## config.mk

```make
export PLATFORM = sky130hd
export DESIGN_NAME = aes_control_unit
export DESIGN_NICKNAME = d
export VERILOG_FILES = /design/src/rtl/aes_control_unit.sv
export SDC_FILE = /design/constraint.sdc
export NUM_CORES = 1
export LEC_CHECK = 0
export ABC_AREA = 1
export BUFFER_PORTS_ARGS = -buffer_cell sky130_fd_sc_hd__clkbuf_2
export CORE_MARGIN = 2
export CORE_UTILIZATION = 30
export DETAILED_ROUTE_END_ITERATION = 16
export GPL_TIMING_DRIVEN = 1
export SETUP_SLACK_MARGIN = 0.02
export SLEW_MARGIN = 20
export SYNTH_ARGS = -nofsm -noshare
export SYNTH_HDL_FRONTEND = slang
export SYNTH_SLANG_ARGS = --single-unit
```

## constraint.sdc

```tcl
create_clock -name CLK -period 4.2 [get_ports CLK]
set_input_delay 0.42 -clock CLK [delete_from_list [all_inputs] [get_ports CLK]]
set_output_delay 0.42 -clock CLK [all_outputs]
set_load 0.1 [all_outputs]
```

## src/rtl/aes_control_unit.sv

```systemverilog
// Round sequencer for the AES-128 encryption datapath: KEY, ARK0, rounds 1-10, then DONE/ERR.
// Latency: at least 2 cycles per stage state; DONE 82 edges after start with ideal done flags.
// Backpressure: DONE/ERR hold until out_ack; a stage waits for its done flag, bounded by the watchdog.
//
// Ports:
//   CLK, RST             clock (rising edge), asynchronous active-low reset
//   start, out_ack       begin encryption (IDLE only); release DONE/ERR
//   *_done               stage completion flags from the datapath
//   *_en                 one-hot stage enables
//   data_sel_init/final  AddRoundKey input selects (plaintext / ShiftRows output)
//   data_out_en, done    ciphertext valid until out_ack
//   error                watchdog fired, held until out_ack
//   round_count, busy    round-key index 0-10, sequencing in progress
module aes_control_unit #(
    parameter int TIMEOUT = 16
) (
    input  logic       CLK,
    input  logic       RST,
    input  logic       start,
    input  logic       out_ack,
    input  logic       key_expan_done,
    input  logic       add_key_done,
    input  logic       sub_bytes_done,
    input  logic       shift_rows_done,
    input  logic       mix_columns_done,
    output logic       key_expan_en,
    output logic       add_roundkey_en,
    output logic       sub_bytes_en,
    output logic       shift_rows_en,
    output logic       mix_columns_en,
    output logic       data_sel_init,
    output logic       data_sel_final,
    output logic       data_out_en,
    output logic [3:0] round_count,
    output logic       busy,
    output logic       done,
    output logic       error
);

    typedef enum logic [3:0] {
        S_IDLE, S_KEY, S_ARK0, S_SUB, S_SHIFT, S_MIX, S_ARK, S_DONE, S_ERR
    } state_t;

    localparam logic [7:0] TO_LAST = 8'(TIMEOUT - 1);

    state_t     state, state_nxt;
    logic [3:0] round, round_nxt;
    logic [7:0] cnt;
    logic       is_stage;
    logic       stage_flag;
    logic       stage_adv;
    logic       stage_tmo;

    // Every stage state is left on its own transition, so a state change marks
    // entry into the next state and restarts the dwell counter.
    always_ff @(posedge CLK or negedge RST) begin
        if (!RST) begin
            state <= S_IDLE;
            round <= 4'd0;
            cnt   <= 8'd0;
        end else begin
            state <= state_nxt;
            round <= round_nxt;
            if (state_nxt != state)
                cnt <= 8'd0;
            else if (is_stage)
                cnt <= cnt + 8'd1;
        end
    end

    always_comb begin
        state_nxt  = state;
        round_nxt  = round;
        is_stage   = 1'b1;
        stage_flag = 1'b0;
        stage_adv  = 1'b0;
        stage_tmo  = 1'b0;

        // Only the flag of the current stage is looked at.
        case (state)
            S_KEY:          stage_flag = key_expan_done;
            S_ARK0, S_ARK:  stage_flag = add_key_done;
            S_SUB:          stage_flag = sub_bytes_done;
            S_SHIFT:        stage_flag = shift_rows_done;
            S_MIX:          stage_flag = mix_columns_done;
            default:        is_stage   = 1'b0;
        endcase

        // cnt == 0 is the first cycle of the state: a flag left high by the
        // previous stage must not advance us. Since TO_LAST >= 1, a flag
        // arriving on the last allowed cycle still advances (done beats timeout).
        stage_adv = is_stage && (cnt != 8'd0) && stage_flag;
        stage_tmo = is_stage && !stage_flag && (cnt == TO_LAST);

        case (state)
            S_IDLE:  if (start) state_nxt = S_KEY;
            S_KEY:   if (stage_adv) state_nxt = S_ARK0;
            S_ARK0: begin
                if (stage_adv) begin
                    state_nxt = S_SUB;
                    round_nxt = 4'd1;
                end
            end
            S_SUB:   if (stage_adv) state_nxt = S_SHIFT;
            S_SHIFT: if (stage_adv) state_nxt = (round == 4'd10) ? S_ARK : S_MIX;
            S_MIX:   if (stage_adv) state_nxt = S_ARK;
            S_ARK: begin
                if (stage_adv) begin
                    if (round < 4'd10) begin
                        state_nxt = S_SUB;
                        round_nxt = round + 4'd1;
                    end else begin
                        state_nxt = S_DONE;
                    end
                end
            end
            S_DONE, S_ERR: begin
                // start in the same cycle is dropped; IDLE samples it afresh.
                if (out_ack) begin
                    state_nxt = S_IDLE;
                    round_nxt = 4'd0;
                end
            end
            default: begin
                state_nxt = S_IDLE;
                round_nxt = 4'd0;
            end
        endcase

        // round is left untouched so ERR reports where the stall happened.
        if (stage_tmo)
            state_nxt = S_ERR;
    end

    // Moore outputs: decoded from state and round only.
    always_comb begin
        key_expan_en    = 1'b0;
        add_roundkey_en = 1'b0;
        sub_bytes_en    = 1'b0;
        shift_rows_en   = 1'b0;
        mix_columns_en  = 1'b0;
        data_sel_init   = 1'b0;
        data_sel_final  = 1'b0;
        data_out_en     = 1'b0;
        busy            = 1'b0;
        done            = 1'b0;
        error           = 1'b0;
        round_count     = round;

        case (state)
            S_KEY:   begin key_expan_en = 1'b1; busy = 1'b1; end
            S_ARK0:  begin add_roundkey_en = 1'b1; data_sel_init = 1'b1; busy = 1'b1; end
            S_SUB:   begin sub_bytes_en = 1'b1; busy = 1'b1; end
            S_SHIFT: begin shift_rows_en = 1'b1; busy = 1'b1; end
            S_MIX:   begin mix_columns_en = 1'b1; busy = 1'b1; end
            S_ARK:   begin add_roundkey_en = 1'b1; busy = 1'b1; end
            S_DONE:  begin data_out_en = 1'b1; done = 1'b1; data_sel_final = 1'b1; end
            S_ERR:   error = 1'b1;
            default: ;
        endcase

        if ((state == S_SUB || state == S_SHIFT || state == S_ARK) && round == 4'd10)
            data_sel_final = 1'b1;
    end

endmodule

```

# [After elaboration in Yosys (flattened, before gate mapping)]
# Cells that the tools add are included.
# Widths: inputs -> output; s select.
[op_classes] add_sub_neg=2 n_mul=0 div_mod_pow=0 order_cmp=1 n_eq_ne=15 shifts=0 n_mux=30 n_bitwise=1 reduce_logical=16
[op_table] cell="$mux 4" count=13
[op_table] cell="$pmux 4 s8" count=1
[op_table] cell="$eq 4x3->1 const B" count=4
[op_table] cell="$mux 8" count=2
[op_table] cell="$pmux 4 s4" count=1
[op_table] cell="$mux 1" count=10
[op_table] cell="$add 8x1->8 const B" count=1
[op_table] cell="$eq 4x2->1 const B" count=2
[op_table] cell="$eq 4x4->1 const B" count=2
[op_table] cell="$eq 8x4->1 const B" count=1
[op_table] cell="$ne 2x2->1 const B" count=4
[op_table] cell="$reduce_bool 8->1" count=1
[op_table] cell="$reduce_or 6->1" count=1
[op_table] cell="$logic_and 1x1->1" count=5
[op_table] cell="$pmux 1 s5" count=1
[op_table] cell="$reduce_and 5->1" count=1
[op_table] cell="$reduce_or 5->1" count=1
[op_table] cell="$add 4x1->4 const B" count=1
[op_table] cell="$eq 4x1->1 const B" count=1
[op_table] cell="$logic_not 4->1" count=1
[op_table] cell="$lt 4x4->1 const B" count=1
[op_table] cell="$ne 4x4->1" count=1
[op_table] cell="$reduce_or 2->1" count=2
[op_table] cell="$mux 3" count=1
[op_table] cell="5 further kinds" count=6
[word_totals] ff_bits=16 latchBits=0 mem_bits_rw=0 romBits=0 output_inout_bits=15 elab_cells=68 n_memories=0

# [Logic depth before layout (Yosys ltp)]
[logic_depth] word_depth=10 ltp_mapped=15 depth_no_buf=15

# [Worst setup path before layout]
# No wires, ideal clock.
[synth_path] kind="register to register" start="reg state[3]" end="reg cnt[0]" t_arrival_ns=3.633 t_required_ns=4.127 slack_ns=0.494 stages_incl_launch_ff=12 n_path_buf=0 synth_period_minus_slack_ns=3.706 path_cell_list="dfrtp_1 -> nor3_2 -> inv_1 -> nor2_2 -> nand3_1 -> nand2_1 -> inv_1 -> nand2_1 -> nand3_1 -> nand2_2 -> nand3_4 -> nor2_1"
[synth_via] elab_chain_cells=10 word_cells_on_any_way=32 classes_between="eq/ne (9); mux (13); reduce/logical (10)"
[synth_rtl] element="start: declaration" line_no="46" source="state_t state, state_nxt;"
[synth_rtl] element="start signal: assignment" line_no="62" source="state <= state_nxt;"
[synth_rtl] element="$eq 4x2->1, or another cell as far along" line_no="80, 95"
[synth_rtl] element="$reduce_or 6->1 (no line)"
[synth_rtl] element="$mux 1" line_no="80" source="case (state)"
[synth_rtl] element="$logic_and 1x1->1 (2 in series)" line_no="92" source="stage_adv = is_stage && (cnt != 8'd0) && stage_flag;"
[synth_rtl] element="$mux 4, or another cell as far along" line_no="108" source="if (stage_adv) begin"
[synth_rtl] element="$pmux 4 s8" line_no="95" source="case (state)"
[synth_rtl] element="$mux 4" line_no="131" source="if (stage_tmo)"
[synth_rtl] element="$ne 4x4->1" line_no="64" source="if (state_nxt != state)"
[synth_rtl] element="$mux 8 or $reduce_bool 2->1 (tied branches)"
[synth_rtl] element="end signal: assignment" line_no="67" source="cnt <= cnt + 8'd1;"
[synth_rtl] element="end: declaration" line_no="48" source="logic [7:0] cnt;"
# Several ways; a longest one is shown, not always the timed one.
# A chain may end at the register's enable or synchronous reset.

# [Worst setup path after layout]
[layout_path] start="reg state[0]" end="out data_sel_init"
[layout_via] elab_chain_cells=2
[layout_rtl] element="$eq 4x2->1" line_no="150" source="case (state)"
[layout_rtl] element="$mux 1" line_no="150"
[layout_rtl] element="end: declaration" line_no="31" source="output logic data_sel_init,"
# Every way passes these cells.

==> qor.txt <==
Status -> complete, no violations
# rows -> 22
Syn Nets -> 180
Port bufs -> 23
Synth warnings -> 0
Area contributors post-synth -> dfrtp_1, nand2_1, inv_1
Worst EP required -> 3.78 ns
Main combinational cell family by area after synthesis -> simple AND/OR/NAND/NOR gates
Fin crit period -> 2.35 ns
Design area -> 1410 um^2
Post-CTS setup buffers -> 0
Synth top area share -> 33.9%
Crit path capture type -> primary output
Synth unique cells -> 28
Ports -> 24
Post-CTS Resized -> 0
Register area -> 400 um^2
Multi-input gate area -> 666 um^2
R2R depth -> 9
Initial antenna violation count -> 0
Routed wire length -> 2610 um
Cells after Synth -> 167
Final cell utilization of the core -> 37.8%
Root Driver -> clkbuf_8
Die Area -> 4460 um^2
Design Power -> 0.00107 W
Total GRT Usage -> 13.3%
Area after DPL -> 1350 um^2
Via density -> 4.66
Hold Fails Final Rpt -> 0
Fin crit share -> 56.0%
Worst endpoint data arrival time -> 1.93 ns
Total vias in the final route -> 1124
Crit path capture -> data_sel_init
Placed insts -> 237
Max_cap viols -> 0
Unrepaired setup endpoints after global routing -> no
Number of remaining DRC errors -> 0
Final TNS setup -> 0 ns
Fin Clk Skew -> 0.00356 ns
Worst Path Max Fanout -> 6
Leakage -> 0.765 nW
Commonest cells after routing, fill and taps aside -> nand2_1, inv_1, clkbuf_2
Synth Area in Simple Gates -> 38.6%
Post-Syn Area -> 1180 um^2
Clk buf depth -> 2
Vias in the first global route -> 1071
Fraction of the mapped netlist area in compound gates -> 8.25%
Die W -> 66.8 um
R2R Setup Slk -> 2.19 ns
Clk_lat worst skew -> 0.24 ns
Rel. slew slack -> 63.8%
Wire per inst -> 10.8 um
CTS Buf Count -> 3
Non-Filler Instances -> 241
Core area -> 3720 um^2
Worst reg2reg startpoint -> state[0]
Setup CP Type -> reg2out
Hold_buf cts -> 0
Largest net degree at the start of global routing -> 17
Overflow after GRT -> 0
#FFs+latches synth -> 16
Mean post-synth cell area -> 7.08 um^2
Pre-Repair DR Iteration Count -> 4
H-Tree Level Count -> 1
Number of nets still failing antenna checks after routing -> 0
Reg2reg end -> round_count[0]
Synthesis-to-finish area growth -> 18.8%
Power Dens Cells -> 761 nW/um^2
Fillers -> 401
Top cell type by total area after synthesis -> dfrtp_1
Class of the worst hold path -> in2async
Max-slew violation count -> 0
Critical Path Start -> state[0]
Ant diodes -> 0
Sequential area share after synthesis -> 33.9%
Highest clock rate -> 0.426 GHz
Final setup vio count -> 0
Least-Margin Pin Slew -> 0.545 ns
Clock sink total -> 16
First-pass GRT wire length -> 4600 um
Commonest non-fill, non-tap cell in the layout -> nand2_1
Synth Area in XOR/XNOR -> 5.19%
Adder-Cell Fraction of Synth Area -> 4.23%
Initial drt markers -> 87
Peak supply drop -> 0.000245 V
Multiplexer area fraction after synthesis -> 0%
Startpoint Class -> flip-flop
DIE HEIGHT -> 66.8 um
CTS tree -> done
Dpl hpwl -> 2130 um
Final net count -> 207
Worst-path clk slew -> 0.06 ns
Initial core utilization -> 31.8%
Share of post-route cells with drive strength above 1 -> 22.8%
GPL Wtd Cong -> 0.925
## Yosys cell counts (all sizes together)
master  count
a21oi       3
o211ai      1
dfrtp      16
nor3        3
ha          4
buf         1
nand3      15
a41oi       1
o21ai      10
inv        29
nor2       24
nand2      45
o22a        1
nand4       5
nand3b      1
nor3b       1
xor2        6
xnor2       1
## stage by stage
| step | hold WS (ns) | setup WS, ns |
|---|---|---|
| 6_report | 0.0946 | 1.85 |
| 5_1_grt | 0.123 | 1.74 |
| 4_1_cts | 0.104 | 1.86 |
| 2_1_floorplan | 0.124 | 0.494 |
| 3_5_place_dp | 0.367 | 2.14 |
| 3_3_place_gp | 0.374 | 2.12 |
## logic make-up after synthesis
kind of cell               after synthesis
and+or+nand+nor                         94
buffers and inverters                   30
AOI/OAI and AO/OA                       16
DFF                                     16
xor gates and xnor gates                 7
adders and majority gates                4
## power by group
| group | switching, W | total (W) | internal, W |
|---|---|---|---|
| Clock | 0.0000490 | 0.000132 | 0.0000829 |
| Sequential | 0.0000326 | 0.000211 | 0.000178 |
| Combinational | 0.000576 | 0.000727 | 0.000151 |
## area by class of cell
type                            count  share of cell area (%)
Multi-Input combinational cell    121                    47.4
Sequential cell                    16                    28.5
Timing Repair Buffer               23                    8.19
Inverter                           29                    7.75
Tap cell                           48                    4.27
Clock buffer                        4                    3.92
## flip-flops by register name, indices dropped and copies added (netlist names)
register     cells
cnt              8
round_count      4
state            4
## how the worst min path moves through the flow
stage                     endpoint  cells past startpoint  slack (ns)  startpoint
floorplan                   cnt[0]                      0        0.12         RST
global placement            cnt[5]                      1        0.37         RST
detailed placement          cnt[5]                      1        0.37         RST
CTS                 round_count[1]                      1        0.10         RST
global route                cnt[6]                      1        0.12         RST
finish              round_count[0]                      1        0.09         RST
## critical path: stages, from the launching register on
cell      delay (ns)
dfrtp_1         0.45
nor3_2          0.42
inv_1           0.16
nor2_2          0.17
clkbuf_2        0.48
## per-layer routing
metal  GRT usage, %  vias to the layer above  part of all wire (%)
met1           17.5                      508                    48
met2           22.0                       29                    46
li1               -                      583                     -
met5              0                        -                     0
met3           1.35                        4                   4.8
met4           6.12                        0                   1.4
(Power assumes the default switching activity.)
